`src/rtl/snake_screen_ctrl.sv`:
```
// snake_screen_ctrl: start/play/fail control for the snake game plus the
// final pixel compositor in front of the VGA driver.
//
// Ports:
//   clk         VGA pixel clock
//   rstn        asynchronous active-low reset
//   key_n       raw start/restart button (active-low, asynchronous to clk)
//   game_over   one-cycle pulse from game logic when the snake dies
//   pixel_xpos  current pixel column (0 outside the display area)
//   pixel_ypos  current pixel row (0 outside the display area)
//   pixel_game  playfield RGB565, valid 1 cycle after its coordinates
//   pixel_fail  fail-text RGB565, valid 1 cycle after its coordinates
//   pixel_data  composited RGB565, 2 cycles after its coordinates
//   game_rst    one-cycle restart pulse to game logic on entry to PLAY
//   game_run    high while in PLAY
//   state       control state: 0 START, 1 PLAY, 2 FAIL
module snake_screen_ctrl #(
  parameter int          H_DISP       = 640,
  parameter int          V_DISP       = 480,
  parameter int          DEB_CYCLES   = 500000,
  parameter int          BLINK_FRAMES = 30,
  parameter logic [15:0] COLOR_BORDER = 16'h07E0
) (
  input  logic        clk,
  input  logic        rstn,
  input  logic        key_n,
  input  logic        game_over,
  input  logic [10:0] pixel_xpos,
  input  logic [10:0] pixel_ypos,
  input  logic [15:0] pixel_game,
  input  logic [15:0] pixel_fail,
  output logic [15:0] pixel_data,
  output logic        game_rst,
  output logic        game_run,
  output logic [1:0]  state
);

  typedef enum logic [1:0] {
    ST_START = 2'd0,
    ST_PLAY  = 2'd1,
    ST_FAIL  = 2'd2
  } state_t;

  localparam int DEB_W   = (DEB_CYCLES > 1) ? $clog2(DEB_CYCLES) : 1;
  localparam int BLINK_W = (BLINK_FRAMES > 1) ? $clog2(BLINK_FRAMES) : 1;

  localparam logic [DEB_W-1:0]   DEB_LAST   = DEB_W'(DEB_CYCLES - 1);
  localparam logic [BLINK_W-1:0] BLINK_LAST = BLINK_W'(BLINK_FRAMES - 1);

  localparam logic [10:0] H_END = 11'(H_DISP);
  localparam logic [10:0] V_END = 11'(V_DISP);
  localparam logic [10:0] H_BRD = 11'(H_DISP - 8);
  localparam logic [10:0] V_BRD = 11'(V_DISP - 8);

  // key synchronizer and debouncer
  logic             key_s1;
  logic             key_s2;
  logic             key_stable;
  logic             key_stable_d;
  logic [DEB_W-1:0] deb_cnt;
  logic             key_press;

  always_ff @(posedge clk or negedge rstn) begin
    if (!rstn) begin
      key_s1       <= 1'b1;
      key_s2       <= 1'b1;
      key_stable   <= 1'b1;
      key_stable_d <= 1'b1;
      deb_cnt      <= '0;
    end else begin
      key_s1       <= key_n;
      key_s2       <= key_s1;
      key_stable_d <= key_stable;
      if (key_s2 == key_stable) begin
        deb_cnt <= '0;
      end else if (deb_cnt == DEB_LAST) begin
        key_stable <= key_s2;
        deb_cnt    <= '0;
      end else begin
        deb_cnt <= deb_cnt + DEB_W'(1);
      end
    end
  end

  // only the press edge (stable 1->0) matters; release is ignored
  assign key_press = key_stable_d & ~key_stable;

  // frame start: first cycle of a run of (0,0) coordinates
  logic at_origin;
  logic at_origin_d;
  logic frame_tick;

  assign at_origin  = (pixel_xpos == '0) && (pixel_ypos == '0);
  assign frame_tick = at_origin & ~at_origin_d;

  always_ff @(posedge clk or negedge rstn) begin
    if (!rstn) begin
      at_origin_d <= 1'b0;
    end else begin
      at_origin_d <= at_origin;
    end
  end

  // control FSM; game_over wins over a coincident key_press in PLAY
  state_t ctrl_state;

  always_ff @(posedge clk or negedge rstn) begin
    if (!rstn) begin
      ctrl_state <= ST_START;
      game_rst   <= 1'b0;
      game_run   <= 1'b0;
    end else begin
      game_rst <= 1'b0;
      case (ctrl_state)
        ST_START: begin
          if (key_press) begin
            ctrl_state <= ST_PLAY;
            game_rst   <= 1'b1;
            game_run   <= 1'b1;
          end
        end
        ST_PLAY: begin
          if (game_over) begin
            ctrl_state <= ST_FAIL;
            game_run   <= 1'b0;
          end
        end
        ST_FAIL: begin
          if (key_press) begin
            ctrl_state <= ST_PLAY;
            game_rst   <= 1'b1;
            game_run   <= 1'b1;
          end
        end
        default: begin
          ctrl_state <= ST_START;
          game_run   <= 1'b0;
        end
      endcase
    end
  end

  assign state = ctrl_state;

  // display state follows the control state only at frame boundaries
  state_t             disp_state;
  logic [BLINK_W-1:0] blink_cnt;
  logic               blink_on;

  always_ff @(posedge clk or negedge rstn) begin
    if (!rstn) begin
      disp_state <= ST_START;
      blink_cnt  <= '0;
      blink_on   <= 1'b1;
    end else begin
      if (frame_tick) begin
        disp_state <= ctrl_state;
      end
      if (disp_state != ST_FAIL) begin
        blink_cnt <= '0;
        blink_on  <= 1'b1;
      end else if (frame_tick) begin
        if (blink_cnt == BLINK_LAST) begin
          blink_cnt <= '0;
          blink_on  <= ~blink_on;
        end else begin
          blink_cnt <= blink_cnt + BLINK_W'(1);
        end
      end
    end
  end

  // coordinates delayed one cycle to line up with pixel_game/pixel_fail
  logic [10:0] xd;
  logic [10:0] yd;
  logic        in_border;
  logic [15:0] pix_next;

  always_comb begin
    in_border = (xd < 11'd8) || (xd >= H_BRD) || (yd < 11'd8) || (yd >= V_BRD);
    pix_next  = '0;
    if ((xd < H_END) && (yd < V_END)) begin
      case (disp_state)
        ST_START: pix_next = in_border ? COLOR_BORDER : 16'h0000;
        ST_PLAY:  pix_next = pixel_game;
        ST_FAIL:  pix_next = blink_on ? pixel_fail : 16'h0000;
        default:  pix_next = '0;
      endcase
    end
  end

  always_ff @(posedge clk or negedge rstn) begin
    if (!rstn) begin
      xd         <= '0;
      yd         <= '0;
      pixel_data <= '0;
    end else begin
      xd         <= pixel_xpos;
      yd         <= pixel_ypos;
      pixel_data <= pix_next;
    end
  end

endmodule

```
`config.mk`:
```
export PLATFORM = sky130hd
export DESIGN_NAME = snake_screen_ctrl
export DESIGN_NICKNAME = d
export VERILOG_FILES = /design/src/rtl/snake_screen_ctrl.sv
export SDC_FILE = /design/constraint.sdc
export NUM_CORES = 1
export LEC_CHECK = 0
export CAP_MARGIN = 10
export CORE_ASPECT_RATIO = 0.7
export CORE_MARGIN = 4
export CORE_UTILIZATION = 50
export CTS_BUF_LIST = sky130_fd_sc_hd__clkbuf_4
export CTS_CLUSTER_DIAMETER = 50
export CTS_CLUSTER_SIZE = 20
export DETAILED_ROUTE_END_ITERATION = 7
export GPL_TIMING_DRIVEN = 0
export PLACE_DENSITY = 0.82
export SLEW_MARGIN = 20
export SYNTH_ARGS = -nofsm -noshare
export SYNTH_HDL_FRONTEND = slang
export SYNTH_SLANG_ARGS = --single-unit
```
`constraint.sdc`:
```
create_clock -name clk -period 1.9 [get_ports clk]
set_input_delay 0.285 -clock clk [delete_from_list [all_inputs] [get_ports clk]]
set_output_delay 0.285 -clock clk [all_outputs]
set_load 0.01 [all_outputs]
```
### Word-level counts from Yosys, hierarchy flattened

Cells that the tools add are included.

* output and inout port bits: 20
* flip-flop bits (word level): 74
* input port bits: 58
* word-level logic and storage cells: 74

* bitwise operators: 6
* muxes and demuxes: 20
* reductions and logical operators: 15
* equal/unequal tests: 10
* $lt $le $gt $ge: 6
* add/subtract/negate cells: 2

Operators by type and width (count)
* $pmux W16 S3: 1
* $mux W19: 2
* $mux W16: 2
* $logic_not A11 Y1: 2
* $lt A11 B4 Y1 const B: 2
* $add A19 B1 Y19 const B: 1
* $eq A19 B19 Y1 const B: 1
* $mux W5: 3
* $ge A11 B10 Y1 const B: 1
* $ge A11 B9 Y1 const B: 1
* $lt A11 B10 Y1 const B: 1
* $lt A11 B9 Y1 const B: 1
* $mux W11: 1
* $mux W1: 7
* $reduce_and A2 Y1: 3
* $add A5 B1 Y5 const B: 1
* $eq A5 B5 Y1 const B: 1
* $eq A2 B1 Y1 const B: 2
* $eq A2 B2 Y1 const B: 2
* $logic_not A2 Y1: 2
* $mux W2: 2
* $ne A2 B2 Y1 const B: 2
* $not A1 Y1: 4
* $pmux W2 S2: 1
* other kinds (8): 13

### Logic depth before layout (Yosys ltp)

Gate-level depths: netlist of run 1.

* depth in word-level cells: 7
* gate-level depth with buffers: 6
* gate-level depth less buffers: 6

### Least setup slack after synthesis of run 1

No wires, ideal clock.

* kind: flip-flop to flip-flop
* from: reg deb_cnt[5]
* to: reg deb_cnt[15]
* setup slack: 0.118 ns
* required time: 1.820 ns
* cell stages (with the launch flop): 6
* buffers on the path: 1
* arrival time: 1.702 ns
* path through: dfrtp_1 nand4_4 or4_1 buf_2 or4_1 a21oi_1

* cells in the longest elaborated chain, start to end: 3
* elaborated cells between the ends (all ways): 4

RTL lines
* from (decl): line 60 `logic [DEB_W-1:0] deb_cnt;`
* from (signal assigned): line 80 `deb_cnt <= deb_cnt + DEB_W'(1);`
* $add A19 B1 Y19 / $eq A19 B19 Y1 (equally long branches): line 80, 76
* $mux W19 *: line 76 `end else if (deb_cnt == DEB_LAST) begin`
* $mux W19 *: line 74 `if (key_s2 == key_stable) begin`

Every way passes the cells marked *; elsewhere a longest branch is shown, timed or not.
A chain may end at the register's enable or synchronous reset.

### Worst setup path after layout of run 1

* from: reg deb_cnt[7]
* to: reg deb_cnt[15]

Same word-level chain as after synthesis.

==> results of run 1 <==
layout make-up:
class	count	area (um^2)
buffer	5	27.53
clock buffer	12	90.09
clock inverter	4	18.77
fill	356	1310
inverter	5	18.77
multi-input combinational	182	1206
sequential	68	1713
tap	72	90.09
timing repair buffer	98	948.4
critical path: stages, from the launching register on:
cell and delay [ns]:
dfrtp_2 0.43, nand4_4 0.15, or4_1 0.52, buf_4 0.18, or4_1 0.39, a21oi_1 0.15
worst paths after layout:
path                                to  cells past startpoint  startpoint  slack, ns
hold reg to reg                 key_s2                      0      key_s1       0.36
max in group asynchronous     blink_on                      3        rstn       1.05
hold / removal              deb_cnt[2]                      2        rstn       0.27
setup / recovery           deb_cnt[15]                      5  deb_cnt[7]       0.02
min in group clk                key_s1                      1       key_n       0.27
setup reg to reg           deb_cnt[15]                      5  deb_cnt[7]       0.02
synth_stat cells (2+ instances only):
master / count
clkbuf_1: 4
nand4b_1: 2
xor2_1: 5
ha_1: 3
or4_1: 8
o22ai_1: 3
a21oi_1: 6
o31ai_1: 6
nand2_1: 11
and2_1: 3
nor2_1: 33
xnor2_1: 8
nand2b_1: 3
nand3b_1: 2
or3_1: 2
nor2b_1: 2
dfrtp_1: 63
nor4_1: 10
nand3_1: 10
inv_1: 5
dfstp_2: 5
and4_1: 4
nor3_1: 7
a21o_1: 2
mux2_2: 3
o21ai_0: 13
nand4_1: 9
a22oi_1: 17
repair_timing:
item                                    4_1_cts  5_1_grt
hold buffers                                  1        0
endpoints found under the setup margin       27       27
gates resized for setup                      11        9
pin swaps                                     2        4
buffers inserted                              7       12
endpoints found under the hold margin        14        0
layer usage:
layer	up-vias	part of all wire, %	wire length (um)
li1	1189	-	-
met1	1233	44	3355
met2	114	46	3560
met3	14	8.1	623
met4	0	2.0	153
met5	-	0	0
power by group through the flow:
stage / Combinational (mW) / Clock [mW] / Sequential (mW)
after CTS: 0.206 / 0.804 / 1.49
after global routing: 0.235 / 0.891 / 1.49
after detailed placement: 0.198 / 0 / 1.52
final: 0.215 / 0.787 / 1.49
after global placement: 0.185 / 0 / 1.52
after floorplan: 0.0286 / 0 / 1.51
logic make-up (layout without fill, tap and decap cells):
| logic type | after synthesis | after routing |
|---|---|---|
| flip-flops | 68 | 68 |
| XOR/XNOR | 13 | 13 |
| multiplexers | 4 | 4 |
| AO/OA/AOI/OAI | 50 | 50 |
| buffers and inverters | 11 | 124 |
| AND/OR/NAND/NOR | 112 | 112 |
| adder cells (fa/ha/maj) | 3 | 3 |
stage by stage:
stage	setup TNS, ns	power, mW	setup slack, ns	hold slack, ns	util, %
detailed placement	-7.866	1.717	-0.5828	0.1605	69.82
floorplan	0	1.542	0.1179	-0.01059	-
global placement	-109.36	1.702	-1.586	0.3521	69.36
global route	-0.07731	2.618	-0.04085	0.2402	75.84
CTS	-0.002412	2.499	-0.002412	0.2434	73.58
finish	0	2.492	0.02220	0.2656	75.84
state kept, by name (all words and copies together) (netlist names), 2 cells and up:
name	cells
disp_state	2
state	2
yd	8
blink_cnt	5
deb_cnt	19
xd	8
pixel_data	16
layout by cell type (no fill, tap or decap), types with 6 or more instances in the layout:
cell type and n:
clkbuf_4 13, nor2_1 32, o31ai_1 6, a22oi_1 17, or4_1 8, clkdlybuf4s50_1 76
nor3_1 7, nand3_1 9, buf_4 21, o21ai_0 13, dfrtp_1 59, nand4_1 9
nand2_1 11, xnor2_1 8
==> results_dict.tcl, run 1 <==
set metrics [dict create \
    cts_buffers 9 \
    synthCells 261 \
    synth.cell_area_um2 2900 \
    critical_path.max_fanout 8 \
    leakage_nw 1.647 \
    die_area_um2 7102 \
    busiest_layer "met2" \
    p_clk_share_pct 31.6 \
    fin_skew_ns 0.01117 \
    coreArea_um2 5423 \
    syn2layout_area_growth_pct 41.80 \
    synth-warning-count 0 \
    grt_util_met2_pct 33.26 \
    synth_compound_area_share_pct 11.17 \
    post-route-period-util_pct 98.83 \
    drv_cap 0 \
    synth_top_cell_area_share_pct 54.36 \
    die_w_um 99.03 \
    endpoint_kind "flip-flop" \
    port_buffers 77 \
    powerDensity_nw_per_um2 605.8 \
    yosys_most_used_dff "dfrtp_1" \
    ys_top_cells_by_area "dfrtp_1, dfstp_2, a22oi_1" \
    setup.worst_path.class "flip-flop to flip-flop" \
    worstPathArrival_ns 2.23 \
    outcome "finished, final reports clean" \
    place_hpwl_um 5388 \
    synthMuxAreaShare_pct 1.510 \
    vias 2550 \
    gr-usage-met1_pct 30.23 \
    grt_pass1_wl_um 12170 \
    die_h_um 71.72 \
    post_synth_xor_area_fraction_pct 3.926 \
    async_reset_ff_share_pct 100.0 \
    grt_usage_pct 22.17 \
    hold_class "primary input to async pin" \
    clkTransAtPathRegs_ns 0.11 \
    clockBufferDepth 2 \
    drive_gt1_share_pct 16.84 \
    antenna_found_initial 0 \
    antenna_cells 0 \
    slew_headroom_pct 66.58 \
    final_antenna_net_count 0 \
    fmax_mhz 532.5 \
    root_buffer "clkbuf_4" \
    period_needed_ns 1.878 \
    tightest_slew_ns 0.4967 \
    synth_top_family_by_area "simple AND/OR/NAND/NOR gates" \
    cts_tree "yes" \
    setup_viol 0 \
    nNetsFinal 430 \
    gr-total-overflow 0 \
    cp.required_ns 2.25 \
    routedWlPerCell_um 17.24 \
    internal_power_mw 1.907 \
    clock-sinks 68 \
    met3_usage_pct 7.782 \
    ys_seq_area_share_pct 58.89 \
    dr.pass1.iters 4 \
    grt_max_degree 55 \
    slew_viol_final 0 \
    syn_nets 322 \
    place_inst 411 \
    htree_levels 3 \
    drc 0 \
    combPwrFrac_pct 8.6 \
    synth_fa_ha_area_share_pct 1.294 \
    initial_core_util_pct 53.48 \
    fp-row-count 22 \
    final_cell_area_um2 4113 \
    first_iter_violations 186 \
    via_per_inst 5.717 \
    insertion_delay_ns 0.41 \
    totalWireLength_um 7691 \
    vdd_drop_max_v 0.0004799 \
    dpl_cell_area_um2 3786 \
    yosys.area.top_type "dfrtp_1" \
    synth-edff-count 0 \
    p_sw_mw 0.5841 \
    p_seq_share_pct 59.8 \
    synth_seq_cells 68 \
    first_global_vias 2469 \
    finalNonFillerCells 446 \
    cp-start-kind "flip-flop" \
    post_synth.cell_area_avg_um2 11.11 \
    ios 78 \
    gp_congestion 0.8504 \
    switching_share_pct 23.44 \
    synth-simple-area-share_pct 21.74 \
    synth.distinct_cells 40 \
    final-hold-violation-count 0 \
]
Power figures use the tool's default switching activity.
==> inputs of run 2 (changes only) <==
--- a/config.mk
+++ b/config.mk
@@ -8,13 +8,13 @@
 export CAP_MARGIN = 10
 export CORE_ASPECT_RATIO = 0.7
 export CORE_MARGIN = 4
-export CORE_UTILIZATION = 50
-export CTS_BUF_LIST = sky130_fd_sc_hd__clkbuf_4
+export CORE_UTILIZATION = 39
+export CTS_BUF_LIST = sky130_fd_sc_hd__clkbuf_8
 export CTS_CLUSTER_DIAMETER = 50
 export CTS_CLUSTER_SIZE = 20
 export DETAILED_ROUTE_END_ITERATION = 7
 export GPL_TIMING_DRIVEN = 0
-export PLACE_DENSITY = 0.82
+export PLACE_DENSITY = 0.67
 export SLEW_MARGIN = 20
 export SYNTH_ARGS = -nofsm -noshare
 export SYNTH_HDL_FRONTEND = slang
==> run 2 against run 1 <==
Effect of this change:
- worst setup slack better by 0.049 ns
- clock skew down 0.0053 ns
- final cell count is 3.8% higher
- via count shrank 4.0%
- register-to-register slack gained 0.11 ns
- count of clock-buffer cells in the layout down 3
- cell area rose by 3.0%
- core utilization decreased by 15 points
- first-iteration DRC count down 26%
- sequential power about the same
- global-route usage is 5.9 points lower
==> results_dict.tcl, run 2 (synthesis results as in run 1) <==
set metrics [dict create \
    vias 2447 \
    port_buffers 77 \
    antenna_cells 0 \
    grt_pass1_wl_um 11220 \
    p_seq_share_pct 52.3 \
    place_hpwl_um 5226 \
    worstPathArrival_ns 2.06 \
    final_common_cell "clkdlybuf4s50_1" \
    cts_buffers 9 \
    first_iter_violations 138 \
    p_clk_share_pct 40.2 \
    drc 0 \
    tns_ns 0 \
    nNetsFinal 425 \
    gp_congestion 0.8382 \
    via_per_inst 5.285 \
    totalWireLength_um 7211 \
    tightest_slew_ns 0.4343 \
    post-route-period-util_pct 96.23 \
    switching_share_pct 22.64 \
    routedWlPerCell_um 15.57 \
    final_cell_area_um2 4238 \
    powerDensity_nw_per_um2 672.3 \
    first_global_vias 2260 \
    critical_path.cell_chain "clkdlybuf4s50_1, nor4_4, nand4_1, or4_4, a32o_1" \
    setup_viol 0 \
    reg2reg_depth 6 \
    drv_cap 0 \
    final_antenna_net_count 0 \
    final-hold-violation-count 0 \
    drive_gt1_share_pct 15.99 \
    gr-total-overflow 0 \
    cpMaxStageDelayCell "or4_4" \
    syn2layout_area_growth_pct 46.12 \
    cp.depth 5 \
    place_inst 433 \
    leakage_nw 1.717 \
    initial_core_util_pct 41.58 \
    grt_usage_pct 16.26 \
    cp.required_ns 2.13 \
    cts_tree "yes" \
    cp_top_family "simple AND/OR/NAND/NOR gates" \
    p_sw_mw 0.6452 \
    combPwrFrac_pct 7.6 \
    regMostFlops "deb_cnt" \
    htree_levels 3 \
    top_regs "deb_cnt x19, pixel_data x16" \
    period_needed_ns 1.828 \
    outcome "finished, final reports clean" \
    fp-row-count 25 \
    clockBufferDepth 2 \
    largest_register_ff_count 19 \
    cp-start-kind "primary input" \
    critical_path.max_fanout 4 \
    clock-sinks 68 \
    rsz0062_at_grt "false" \
    die_area_um2 8902 \
    ios 78 \
    vdd_drop_max_v 0.0004107 \
    critPathBufInv 1 \
    internal_power_mw 2.204 \
    clkTransAtPathRegs_ns 0.07 \
    root_buffer "clkbuf_8" \
    coreArea_um2 6975 \
    fin_skew_ns 0.005841 \
    dr.pass1.iters 4 \
    fmax_mhz 546.9 \
    most-common-layout-cells "clkdlybuf4s50_1, dfrtp_1, nor2_1" \
    hold_class "primary input to flip-flop" \
    finalNonFillerCells 463 \
    endpoint_kind "flip-flop" \
    antenna_found_initial 0 \
    die_h_um 80.15 \
    die_w_um 111.1 \
    hold_depth 1 \
    slew_viol_final 0 \
    insertion_delay_ns 0.34 \
    grt_max_degree 54 \
    dpl_cell_area_um2 3814 \
    slew_headroom_pct 71.04 \
    setup.worst_path.class "primary input to flip-flop" \
    final_core_util_pct 60.75 \
    cp_slowest_stage_delay_ns 0.56 \
]
-- run 2: cell count changes in the layout (fill, tap and decap cells not counted), moves of 2 or more --
cell and change:
buf_4 -5, dlymetal6s2s_1 +4, nor4_2 -3, or4_1 -2, clkinv_4 +2, clkbuf_8 +9
clkbuf_4 -13, or4_4 +2, clkdlybuf4s50_1 -4, nor4_4 +4
-- run 2: path summary, 6_finish.rpt --
kind,from,endpoint,slack (ns)
min in group asynchronous,rstn,deb_cnt[13],0.37
max in group asynchronous,rstn,blink_on,0.95
worst max-delay path,pixel_xpos[2],blink_cnt[4],0.07
worst max register to register,deb_cnt[9],deb_cnt[12],0.13
worst min-delay path,pixel_xpos[7],xd[7],0.12
worst min register to register,key_s1,key_s2,0.36
-- run 2: final cells by class --
type / instances / area (um^2)
Fill cell: 582 / 2738
Sequential cell: 68 / 1712
Multi-Input combinational cell: 182 / 1251
Timing Repair Buffer: 94 / 928.4
Clock buffer: 9 / 123.9
Tap cell: 94 / 117.6
Clock inverter: 7 / 68.82
Inverter: 5 / 18.77
Buffer: 4 / 17.52
-- run 2: power groups by stage --
| stage | registers (mW) | logic (mW) | clock network, mW |
|---|---|---|---|
| after global placement | 1.52 | 0.188 | 0 |
| after global routing | 1.49 | 0.236 | 1.25 |
| final | 1.49 | 0.216 | 1.14 |
| after floorplan | 1.51 | 0.0286 | 0 |
| after detailed placement | 1.52 | 0.197 | 0 |
| after CTS | 1.49 | 0.208 | 1.18 |
-- run 2: per-stage QoR --
| step | power (mW) | worst slack [ns] | hold slack [ns] |
|---|---|---|---|
| after floorplan | 1.542 | 0.1179 | -0.01059 |
| after global placement | 1.705 | -1.713 | 0.3468 |
| after detailed placement | 1.714 | -0.5646 | 0.1708 |
| after CTS | 2.880 | -0.06005 | 0.3207 |
| after global routing | 2.977 | 0.01149 | 0.1049 |
| final | 2.849 | 0.07157 | 0.1246 |
-- run 2: routing by layer --
layer	part of all wire, %	global-route usage, %	up-vias
met2	42	22.15	78
met1	50	22.82	1189
li1	-	-	1175
met5	0	0	-
met3	7.1	7.304	5
met4	0.75	5.468	0
-- run 2: repair_timing --
| item | in CTS | in global routing |
|---|---|---|
| pin swaps | 1 | 9 |
| endpoints found under the hold margin | 15 | 0 |
| endpoints found under the setup margin | 26 | 30 |
| gates resized for setup | 8 | 18 |
| buffers inserted | 5 | 10 |
| hold buffers | 1 | 0 |
